<file path="config.mk">
export PLATFORM = sky130hd
export DESIGN_NAME = apb_master_arb
export DESIGN_NICKNAME = d
export VERILOG_FILES = /design/src/rtl/apb_master_arb_pkg.sv /design/src/rtl/apb_rr_arb.sv /design/src/rtl/apb_master_arb.sv
export VERILOG_INCLUDE_DIRS = /design/src /design/src/rtl
export SDC_FILE = /design/constraint.sdc
export NUM_CORES = 1
export LEC_CHECK = 0
export BUFFER_PORTS_ARGS = -buffer_cell sky130_fd_sc_hd__buf_2
export CAP_MARGIN = 5
export CORE_AREA = 3 3 105 107
export DETAILED_ROUTE_END_ITERATION = 16
export DIE_AREA = 0 0 108 110
export PLACE_DENSITY = 0.8
export SYNTH_ARGS = -nofsm -noshare
export SYNTH_HDL_FRONTEND = slang
export SYNTH_HIERARCHICAL = 1
export SYNTH_SLANG_ARGS = --single-unit
</file>
<file path="constraint.sdc">
create_clock -name pclk -period 3.4 [get_ports pclk]
set_input_delay 0.17 -clock pclk [delete_from_list [all_inputs] [get_ports pclk]]
set_output_delay 0.17 -clock pclk [all_outputs]
set_load 0.01 [all_outputs]
</file>
<file path="src/rtl/apb_defines.svh">
// apb_defines: shared bus widths and APB master FSM state encodings. Rev 1.0
`ifndef APB_DEFINES_SVH
`define APB_DEFINES_SVH

`define ADDR_WIDTH 32
`define DATA_WIDTH 32

// APB defines block
`define APB_ST_IDLE   2'd0
`define APB_ST_SETUP  2'd1
`define APB_ST_ACCESS 2'd2

`endif

</file>
<file path="src/rtl/apb_master_arb_pkg.sv">
// ---------------------------------------------------------------------------
// apb_master_arb_pkg: shared types and state constants for apb_master_arb. Rev 1.0
// ---------------------------------------------------------------------------
`default_nettype none
`include "apb_defines.svh"

package apb_master_arb_pkg;

  localparam int ADDR_W  = `ADDR_WIDTH;
  localparam int DATA_W  = `DATA_WIDTH;
  localparam int NUM_REQ = 2;

  localparam logic [1:0] ST_IDLE   = `APB_ST_IDLE;
  localparam logic [1:0] ST_SETUP  = `APB_ST_SETUP;
  localparam logic [1:0] ST_ACCESS = `APB_ST_ACCESS;

  typedef struct packed {
    logic [ADDR_W-1:0] addr;
    logic [DATA_W-1:0] wdata;
    logic              write;
  } req_slot_t;

endpackage

`default_nettype wire

</file>
<file path="src/rtl/apb_rr_arb.sv">
// ---------------------------------------------------------------------------
// apb_rr_arb: 2-way round-robin arbiter with a last-grant pointer. Rev 1.0
// ---------------------------------------------------------------------------
`default_nettype none

module apb_rr_arb (
  input  logic       clk_i,
  input  logic       rst_ni,
  input  logic [1:0] req_i,
  input  logic       advance_i,
  output logic [1:0] winner_o
);

  // Index of the requester served last; reset to 1 so requester 0 wins first tie.
  logic last_q, last_d;

  always_comb begin
    case (req_i)
      2'b01:   winner_o = 2'b01;
      2'b10:   winner_o = 2'b10;
      2'b11:   winner_o = last_q ? 2'b01 : 2'b10;
      default: winner_o = 2'b00;
    endcase
  end

  always_comb begin
    last_d = last_q;
    if (advance_i && (winner_o != 2'b00)) begin
      last_d = winner_o[1];
    end
  end

  always_ff @(posedge clk_i) begin
    if (!rst_ni) begin
      last_q <= 1'b1;
    end else begin
      last_q <= last_d;
    end
  end

endmodule

`default_nettype wire

</file>
<file path="src/rtl/apb_master_arb.sv">
// ---------------------------------------------------------------------------
// apb_master_arb: two-requester APB master, round-robin arbitrated, no wait states. Rev 1.0
// ---------------------------------------------------------------------------
`default_nettype none
`include "apb_defines.svh"

module apb_master_arb
  import apb_master_arb_pkg::*;
#(
  parameter int SEL_WIDTH = 2,
  parameter int SEL_LSB   = 12
) (
  input  logic                      pclk,
  input  logic                      reset,
  input  logic [1:0]                req,
  input  logic [1:0]                req_write,
  input  logic [`ADDR_WIDTH-1:0]    req_addr0,
  input  logic [`ADDR_WIDTH-1:0]    req_addr1,
  input  logic [`DATA_WIDTH-1:0]    req_wdata0,
  input  logic [`DATA_WIDTH-1:0]    req_wdata1,
  output logic [1:0]                gnt,
  output logic [1:0]                done,
  output logic [`DATA_WIDTH-1:0]    rdata,
  output logic [(2**SEL_WIDTH)-1:0] psel,
  output logic                      penable,
  output logic                      pwrite,
  output logic [`ADDR_WIDTH-1:0]    paddr,
  output logic [`DATA_WIDTH-1:0]    pwdata,
  input  logic [`DATA_WIDTH-1:0]    prdata
);

  localparam int NUM_SLV = 2**SEL_WIDTH;

  logic [1:0]             state_q, state_d;
  logic [1:0]             winner;
  logic                   enter_setup;
  req_slot_t              slot;
  logic [1:0]             gnt_q;
  logic [1:0]             done_q;
  logic [1:0]             owner_q;
  logic [`ADDR_WIDTH-1:0] paddr_q;
  logic [`DATA_WIDTH-1:0] pwdata_q;
  logic                   pwrite_q;
  logic [`DATA_WIDTH-1:0] rdata_q;

  // A new transfer can start from IDLE or directly out of ACCESS.
  assign enter_setup = (|req) && ((state_q == ST_IDLE) || (state_q == ST_ACCESS));

  apb_rr_arb u_arb (
    .clk_i     (pclk),
    .rst_ni    (reset),
    .req_i     (req),
    .advance_i (enter_setup),
    .winner_o  (winner)
  );

  always_comb begin
    if (winner[1]) begin
      slot.addr  = req_addr1;
      slot.wdata = req_wdata1;
      slot.write = req_write[1];
    end else begin
      slot.addr  = req_addr0;
      slot.wdata = req_wdata0;
      slot.write = req_write[0];
    end
  end

  always_comb begin
    state_d = state_q;
    case (state_q)
      ST_IDLE:   state_d = (|req) ? ST_SETUP : ST_IDLE;
      ST_SETUP:  state_d = ST_ACCESS;
      ST_ACCESS: state_d = (|req) ? ST_SETUP : ST_IDLE;
      default:   state_d = ST_IDLE;
    endcase
  end

  always_ff @(posedge pclk) begin
    if (!reset) begin
      state_q  <= ST_IDLE;
      gnt_q    <= 2'b00;
      done_q   <= 2'b00;
      owner_q  <= 2'b00;
      paddr_q  <= '0;
      pwdata_q <= '0;
      pwrite_q <= 1'b0;
      rdata_q  <= '0;
    end else begin
      state_q <= state_d;
      gnt_q   <= enter_setup ? winner : 2'b00;
      if (enter_setup) begin
        paddr_q  <= slot.addr;
        pwdata_q <= slot.wdata;
        pwrite_q <= slot.write;
        owner_q  <= winner;
      end
      done_q <= (state_q == ST_ACCESS) ? owner_q : 2'b00;
      if ((state_q == ST_ACCESS) && !pwrite_q) begin
        rdata_q <= prdata;
      end
    end
  end

  always_comb begin
    psel = '0;
    if (state_q != ST_IDLE) begin
      psel = NUM_SLV'(1) << paddr_q[SEL_LSB +: SEL_WIDTH];
    end
  end

  assign penable = (state_q == ST_ACCESS);
  assign gnt     = gnt_q;
  assign done    = done_q;
  assign paddr   = paddr_q;
  assign pwdata  = pwdata_q;
  assign pwrite  = pwrite_q;
  assign rdata   = rdata_q;

endmodule

`default_nettype wire

</file>
==> metrics.yaml, run 1 <==
antenna_found_initial: 0
max-vdd-ir-drop_uv: 213
synth_area_leaders: "dfxtp_1 (48%), mux2i_1 (15%), o2bb2ai_1 (13%)"
core_area_mm2: 0.0102
outcome: "finished clean"
endpoint_kind: "flip-flop"
yosysTopAreaCell: "dfxtp_1"
num_vias: 3972
drc: 0
cts_tree: "built"
cts.sinks: 106
cts.repair.resized: 0
postSynthCellCount: 398
ys_types: 25
hold_violations: 0
clk_latency_ns: 0.36
layout.nets: 812
drive_gt1_frac: 0.547
fp.dieW_um: 108
synth-edff-count: 0
rsz0062_at_grt: "false"
final_util: 0.584
cts_root_buf: "clkbuf_8"
wl_per_cell_um: 15.9
dieArea_mm2: 0.0119
max-cap-violations: 0
critPathMaxFanout: 37
fillerInstances: 922
boundaryPins: 272
hpwl_um: 9350
drtIter0Drc: 229
cts_buffers: 9
slew_headroom: 0.173
max_freq_mhz: 468
clock_path_buffers: 2
drtAntennaViolNets: 0
areaGrowthSynthToFinish_pct: 34.1
synth.cell_area_mm2: 0.00446
layout_min_cycle_time_ns: 2.14
place_area_mm2: 0.00580
synthArstFlopShare: 0
num_rows: 37
drv_slew: 0
critical_path_class: "flip-flop to flip-flop"
power_density_mw_per_mm2: 429
clock_skew_ns: 0.0113
drt_pre_antenna_iters: 4
yosys_warnings: 6
tightestPinTransition_ns: 1.24
setup_viol: 0
numPortBuffers: 271
post_cts_buffers: 0
grt.total_usage: 0.196
hold_ws_ns: 0.0462
gp_congestion: 0.772
vias_per_cell: 5.05
yosys-top-cells-count: "dfxtp_1 (106), mux2i_1 (65), o2bb2ai_1 (65)"
regArea_mm2: 0.00212
yosysSeqAreaShare: 0.476
syn_nets: 564
synth.most_common_cell: "dfxtp_1"
cts_max_level: 3
grt_max_degree: 73
die_h_um: 110
syn_area_per_cell_um2: 11.2
overflow: 0
synth.top_cell.area_share: 0.476
final_area_mm2: 0.00598
dp.cells: 771
ctsHoldBuffers: 0
grt_pass1_wl_um: 18500
hold_path.class: "input port to flip-flop"
required_ns: 3.66
multiInputGateArea_mm2: 0.00210
fin_crit_sh: 0.628
crit_arrival_ns: 2.40
clkSlewWorstSetupHoldPaths_ns: 0.10
n_antenna_cell: 0
grt_pass1_vias: 3867
worst_setup_path_start_kind: "flip-flop"
stdcell_count: 787
start_util: 0.435
setup_tns_ns: 0
synth_ff_type: "dfxtp_1"
drt-total-wl_um: 12500
p_leak_nw: 2.85
ys_ff_latch: 106
## area by class of cell
class                           instances  area share
Clock inverter                          7     0.00942
Sequential cell                       106       0.355
Timing Repair Buffer                  274       0.233
Clock buffer                            9      0.0207
Multi-Input combinational cell        252       0.352
Tap cell                              136      0.0285
Inverter                                3     0.00188
## kinds of logic (layout without fill, tap and decap cells)
family | Yosys count | count (layout) | synth area share
flops | 106 | 106 | 0.476
buf+inv | 40 | 293 | 0.0562
simple gates | 82 | 82 | 0.116
mux | 65 | 65 | 0.146
compound gates | 105 | 105 | 0.205
## stage by stage
| stage | power [W] | setup WS (ns) |
|---|---|---|
| 3_5_place_dp | 0.00189 | 1.27 |
| 6_report | 0.00257 | 1.26 |
| 2_1_floorplan | 0.00167 | 2.04 |
| 4_1_cts | 0.00260 | 1.23 |
| 3_3_place_gp | 0.00187 | 1.31 |
| 5_1_grt | 0.00270 | 1.09 |
## sequential cells by signal, summed over array words and instances (netlist names)
register      flops
u_arb/last_q      1
gnt               2
rdata            32
state_q           2
pwrite            1
owner_q           2
pwdata           32
done              2
paddr            32
## power by group
group	switching, W	internal (W)
sequential	0.0000508	0.00133
combinational	0.000257	0.000223
clock	0.000435	0.000272
## placed cells by master (no fill, tap or decap), types with 2 or more instances in the layout
| cell | netlist | routed |
|---|---|---|
| nor2_1 | 4 | 4 |
| buf_4 | 7 | 2 |
| o2bb2ai_1 | 65 | 65 |
| clkbuf_8 | 0 | 9 |
| mux2i_1 | 65 | 65 |
| buf_2 | 17 | 271 |
| dfxtp_1 | 106 | 106 |
| inv_1 | 3 | 3 |
| and3_1 | 5 | 5 |
| clkinv_4 | 0 | 5 |
| o21bai_1 | 2 | 2 |
| nand3_2 | 28 | 28 |
| o21ai_2 | 33 | 33 |
| nand2_1 | 35 | 35 |
| nor3_1 | 2 | 2 |
| nand3_1 | 4 | 4 |
## critical path: stages (launching register included)
cell	delay [ns]
dfxtp_1	0.48
o21ba_4	0.24
nor2b_4	0.71
buf_4	0.45
o2bb2ai_1	0.16
## layer usage
metal / wire length [µm] / up-vias / share of wire / GRT usage
met5: 0 / - / 0 / 0
met4: 159 / 0 / 0.013 / 0.0595
met3: 1120 / 14 / 0.089 / 0.0740
met2: 6380 / 166 / 0.51 / 0.340
met1: 4820 / 1832 / 0.39 / 0.226
li1: - / 1960 / - / -
## worst paths after layout
| path | startpoint | to | slack (ns) | cells after the start |
|---|---|---|---|---|
| worst max-delay path | state_q[0]$_SDFF_PN0_ | pwdata[3]$_SDFFE_PN0P_ | 1.26 | 4 |
| worst min-delay path | prdata[14] | rdata[14]$_SDFFE_PN0P_ | 0.05 | 3 |
| worst min register to register | rdata[27]$_SDFFE_PN0P_ | rdata[27]$_SDFFE_PN0P_ | 0.46 | 2 |
| worst max register to register | state_q[0]$_SDFF_PN0_ | pwdata[3]$_SDFFE_PN0P_ | 1.26 | 4 |
No activity file was read; power rests on OpenSTA's default activity.
==> run 2, diff against run 1 <==
--- a/config.mk
+++ b/config.mk
@@ -8,9 +8,9 @@
 export LEC_CHECK = 0
 export BUFFER_PORTS_ARGS = -buffer_cell sky130_fd_sc_hd__buf_2
 export CAP_MARGIN = 5
-export CORE_AREA = 3 3 105 107
+export CORE_MARGIN = 3
+export CORE_UTILIZATION = 43
 export DETAILED_ROUTE_END_ITERATION = 16
-export DIE_AREA = 0 0 108 110
 export PLACE_DENSITY = 0.8
 export SYNTH_ARGS = -nofsm -noshare
 export SYNTH_HDL_FRONTEND = slang
==> constraint.sdc (replaced) <==
create_clock -name pclk -period 2.1 [get_ports pclk]
set_input_delay 0.105 -clock pclk [delete_from_list [all_inputs] [get_ports pclk]]
set_output_delay 0.105 -clock pclk [all_outputs]
set_load 0.01 [all_outputs]
==> run 2 against run 1 <==
  * Total power is 79% higher
  * Critical path depth is 1 higher
  * Highest routed layer is now met5
  * Clock power is 110% higher
  * Hold slack worse by 0.032 ns
  * Clock skew is 0.0046 ns higher
  * Critical path type unchanged
  * Critical endpoint is now paddr[10]$_SDFFE_PN0P_
  * Largest power group unchanged
  * Count of clock-buffer cells in the layout is 3 higher
==> metrics.yaml, run 2 (same netlist as run 1, synthesis figures left out) <==
overflow: 0  # unchanged
setup_viol: 0  # unchanged
cts_tree: "built"
drt_pre_antenna_iters: 4  # unchanged
cts.sinks: 106  # unchanged
fp.dieW_um: 108  # -0.19%
post_cts_buffers: 0  # unchanged
critPathMaxFanout: 50  # +35%
max_freq_mhz: 548  # +17%
worstRegToRegCells: 5  # +1
tightestPinTransition_ns: 0.502  # -0.734 ns
drtIter0Drc: 193  # -16%
grt_pass1_wl_um: 20000  # +8.2%
max-vdd-ir-drop_uv: 459  # +120%
cts_max_level: 3  # unchanged
dp.cells: 775  # +0.52%
final_cell_mix: "buf_2 (271), dfxtp_1 (106), mux2i_1 (65), o2bb2ai_1 (65), dlygate4sd3_1 (45)"
clk_latency_ns: 0.36  # about the same
slew_headroom: 0.665  # +0.492
layout_min_cycle_time_ns: 1.83  # -0.310 ns
vias_per_cell: 5.01  # -0.67%
rsz0062_at_grt: "false"
drive_gt1_frac: 0.514  # -0.0333
critical_path_class: "flip-flop to flip-flop"
critPathMaxStageDelay_ns: 0.56  # -0.15 ns
stdcell_count: 837  # +6.4%
drtAntennaViolNets: 0  # unchanged
endpoint_kind: "flip-flop"
fin_crit_sh: 0.869  # +0.241
clock_skew_ns: 0.0159  # +0.00459 ns
max-cap-violations: 0  # unchanged
boundaryPins: 272  # unchanged
antenna_found_initial: 3  # +3
numPortBuffers: 271  # unchanged
dieArea_mm2: 0.0116  # -2.2%
grt.total_usage: 0.215  # +0.0191
r2r_end: "paddr[10]$_SDFFE_PN0P_"
hold_violations: 0  # unchanged
holdCritStartpoint: "req_addr1[13]"
required_ns: 2.35  # -1.31 ns
cts.repair.resized: 0  # unchanged
slowest_stage: "dlygate4sd3_1"
grt_max_degree: 51  # -30%
drt-total-wl_um: 13200  # +6.0%
cts_buffers: 9  # unchanged
areaGrowthSynthToFinish_pct: 47.7
crit_arrival_ns: 2.07  # -0.33 ns
ctsHoldBuffers: 44  # +44
hold_ws_ns: 0.0140  # -0.0322 ns
crit_chain: "a21boi_4 > buf_12 > mux2i_1 > dlygate4sd3_1 > o2bb2ai_1"
die_h_um: 108  # -2.0%
clkSlewWorstSetupHoldPaths_ns: 0.10  # about the same
wl_per_cell_um: 15.8  # -0.31%
hpwl_um: 9510  # +1.7%
rr_startpoint: "u_arb/last_q$_SDFFE_PN1P_"
p_leak_nw: 3.12  # +9.5%
num_vias: 4196  # +5.6%
hold_depth: 3  # unchanged
min_to: "paddr[13]$_SDFFE_PN0P_"
drc: 0  # unchanged
worst_setup_path_start_kind: "flip-flop"
gp_congestion: 0.768  # -0.53%
hold_path.class: "input port to flip-flop"
drv_slew: 0  # unchanged
clock_path_buffers: 2  # unchanged
grt_pass1_vias: 4113  # +6.4%
r2r_slack_ns: 0.27  # -0.99 ns
setup_tns_ns: 0  # unchanged
num_rows: 36  # -2.7%
layout.nets: 864  # +6.4%
cts_root_buf: "clkbuf_8"
power_density_mw_per_mm2: 698  # +63%
outcome: "finished clean"
start_util: 0.450  # +0.0141
layout_commonest_cell: "buf_2"
core_area_mm2: 0.00991  # -3.1%
-- run 2: cell types whose count changed in the layout (fill, tap and decap cells not counted), moves of 2 or more --
cell           before  now
buf_4               2    6
clkbuf_1            0    2
clkinv_4            5    1
dlygate4sd3_1       0   45
bufinv_16           0    3
buf_12              1    4
-- run 2: how the worst max path moves through the flow --
| stage | endpoint | start | cells after the start | slack [ns] |
|---|---|---|---|---|
| after global placement | rdata[25]$_SDFFE_PN0P_ | state_q[1]$_SDFF_PN0_ | 4 | 0.65 |
| after global routing | paddr[10]$_SDFFE_PN0P_ | u_arb/last_q$_SDFFE_PN1P_ | 5 | 0.16 |
| final | paddr[10]$_SDFFE_PN0P_ | u_arb/last_q$_SDFFE_PN1P_ | 5 | 0.27 |
| after detailed placement | rdata[13]$_SDFFE_PN0P_ | state_q[1]$_SDFF_PN0_ | 4 | 0.60 |
| after CTS | pwdata[25]$_SDFFE_PN0P_ | u_arb/last_q$_SDFFE_PN1P_ | 5 | 0.28 |
| after floorplan | pwdata[10]$_SDFFE_PN0P_ | u_arb/last_q$_SDFFE_PN1P_ | 6 | 0.74 |
-- run 2: stage by stage --
stage | util | total power, W | instance area (µm²) | setup WS [ns]
2_1_floorplan | - | 0.00271 | 4460 | 0.737
3_3_place_gp | 0.594 | 0.00306 | 5880 | 0.650
3_5_place_dp | 0.594 | 0.00308 | 5880 | 0.598
4_1_cts | 0.663 | 0.00464 | 6570 | 0.284
5_1_grt | 0.664 | 0.00481 | 6580 | 0.156
6_report | 0.664 | 0.00459 | 6580 | 0.274
-- run 2: area by class of cell --
class | instances | area (µm²)
Fill cell | 774 | 3330
Sequential cell | 106 | 2120
Multi-Input combinational cell | 252 | 2100
Timing Repair Buffer | 326 | 1930
Tap cell | 133 | 166
Clock buffer | 12 | 145
Clock inverter | 4 | 98.8
Inverter | 3 | 11.3
Antenna cell | 1 | 2.50
-- run 2: worst max-delay path, delay by kind of cell (launching register included) --
kind	cells	cell delay [ns]
AO/OA/AOI/OAI	2	0.24
buffers and inverters	2	0.88
flip-flops	1	0.36
multiplexers	1	0.21
-- run 2: power by group --
part | internal (W) | switching, W
logic | 0.000435 | 0.000437
registers | 0.00215 | 0.0000820
clock network | 0.000829 | 0.000659
total | 0.00341 | 0.00118
-- run 2: metal layers --
layer	GRT usage	vias up	wire (µm)
li1	-	2063	-
met1	0.237	1938	5010
met2	0.389	166	6880
met3	0.0750	25	1130
met4	0.0622	4	184
met5	0	-	27
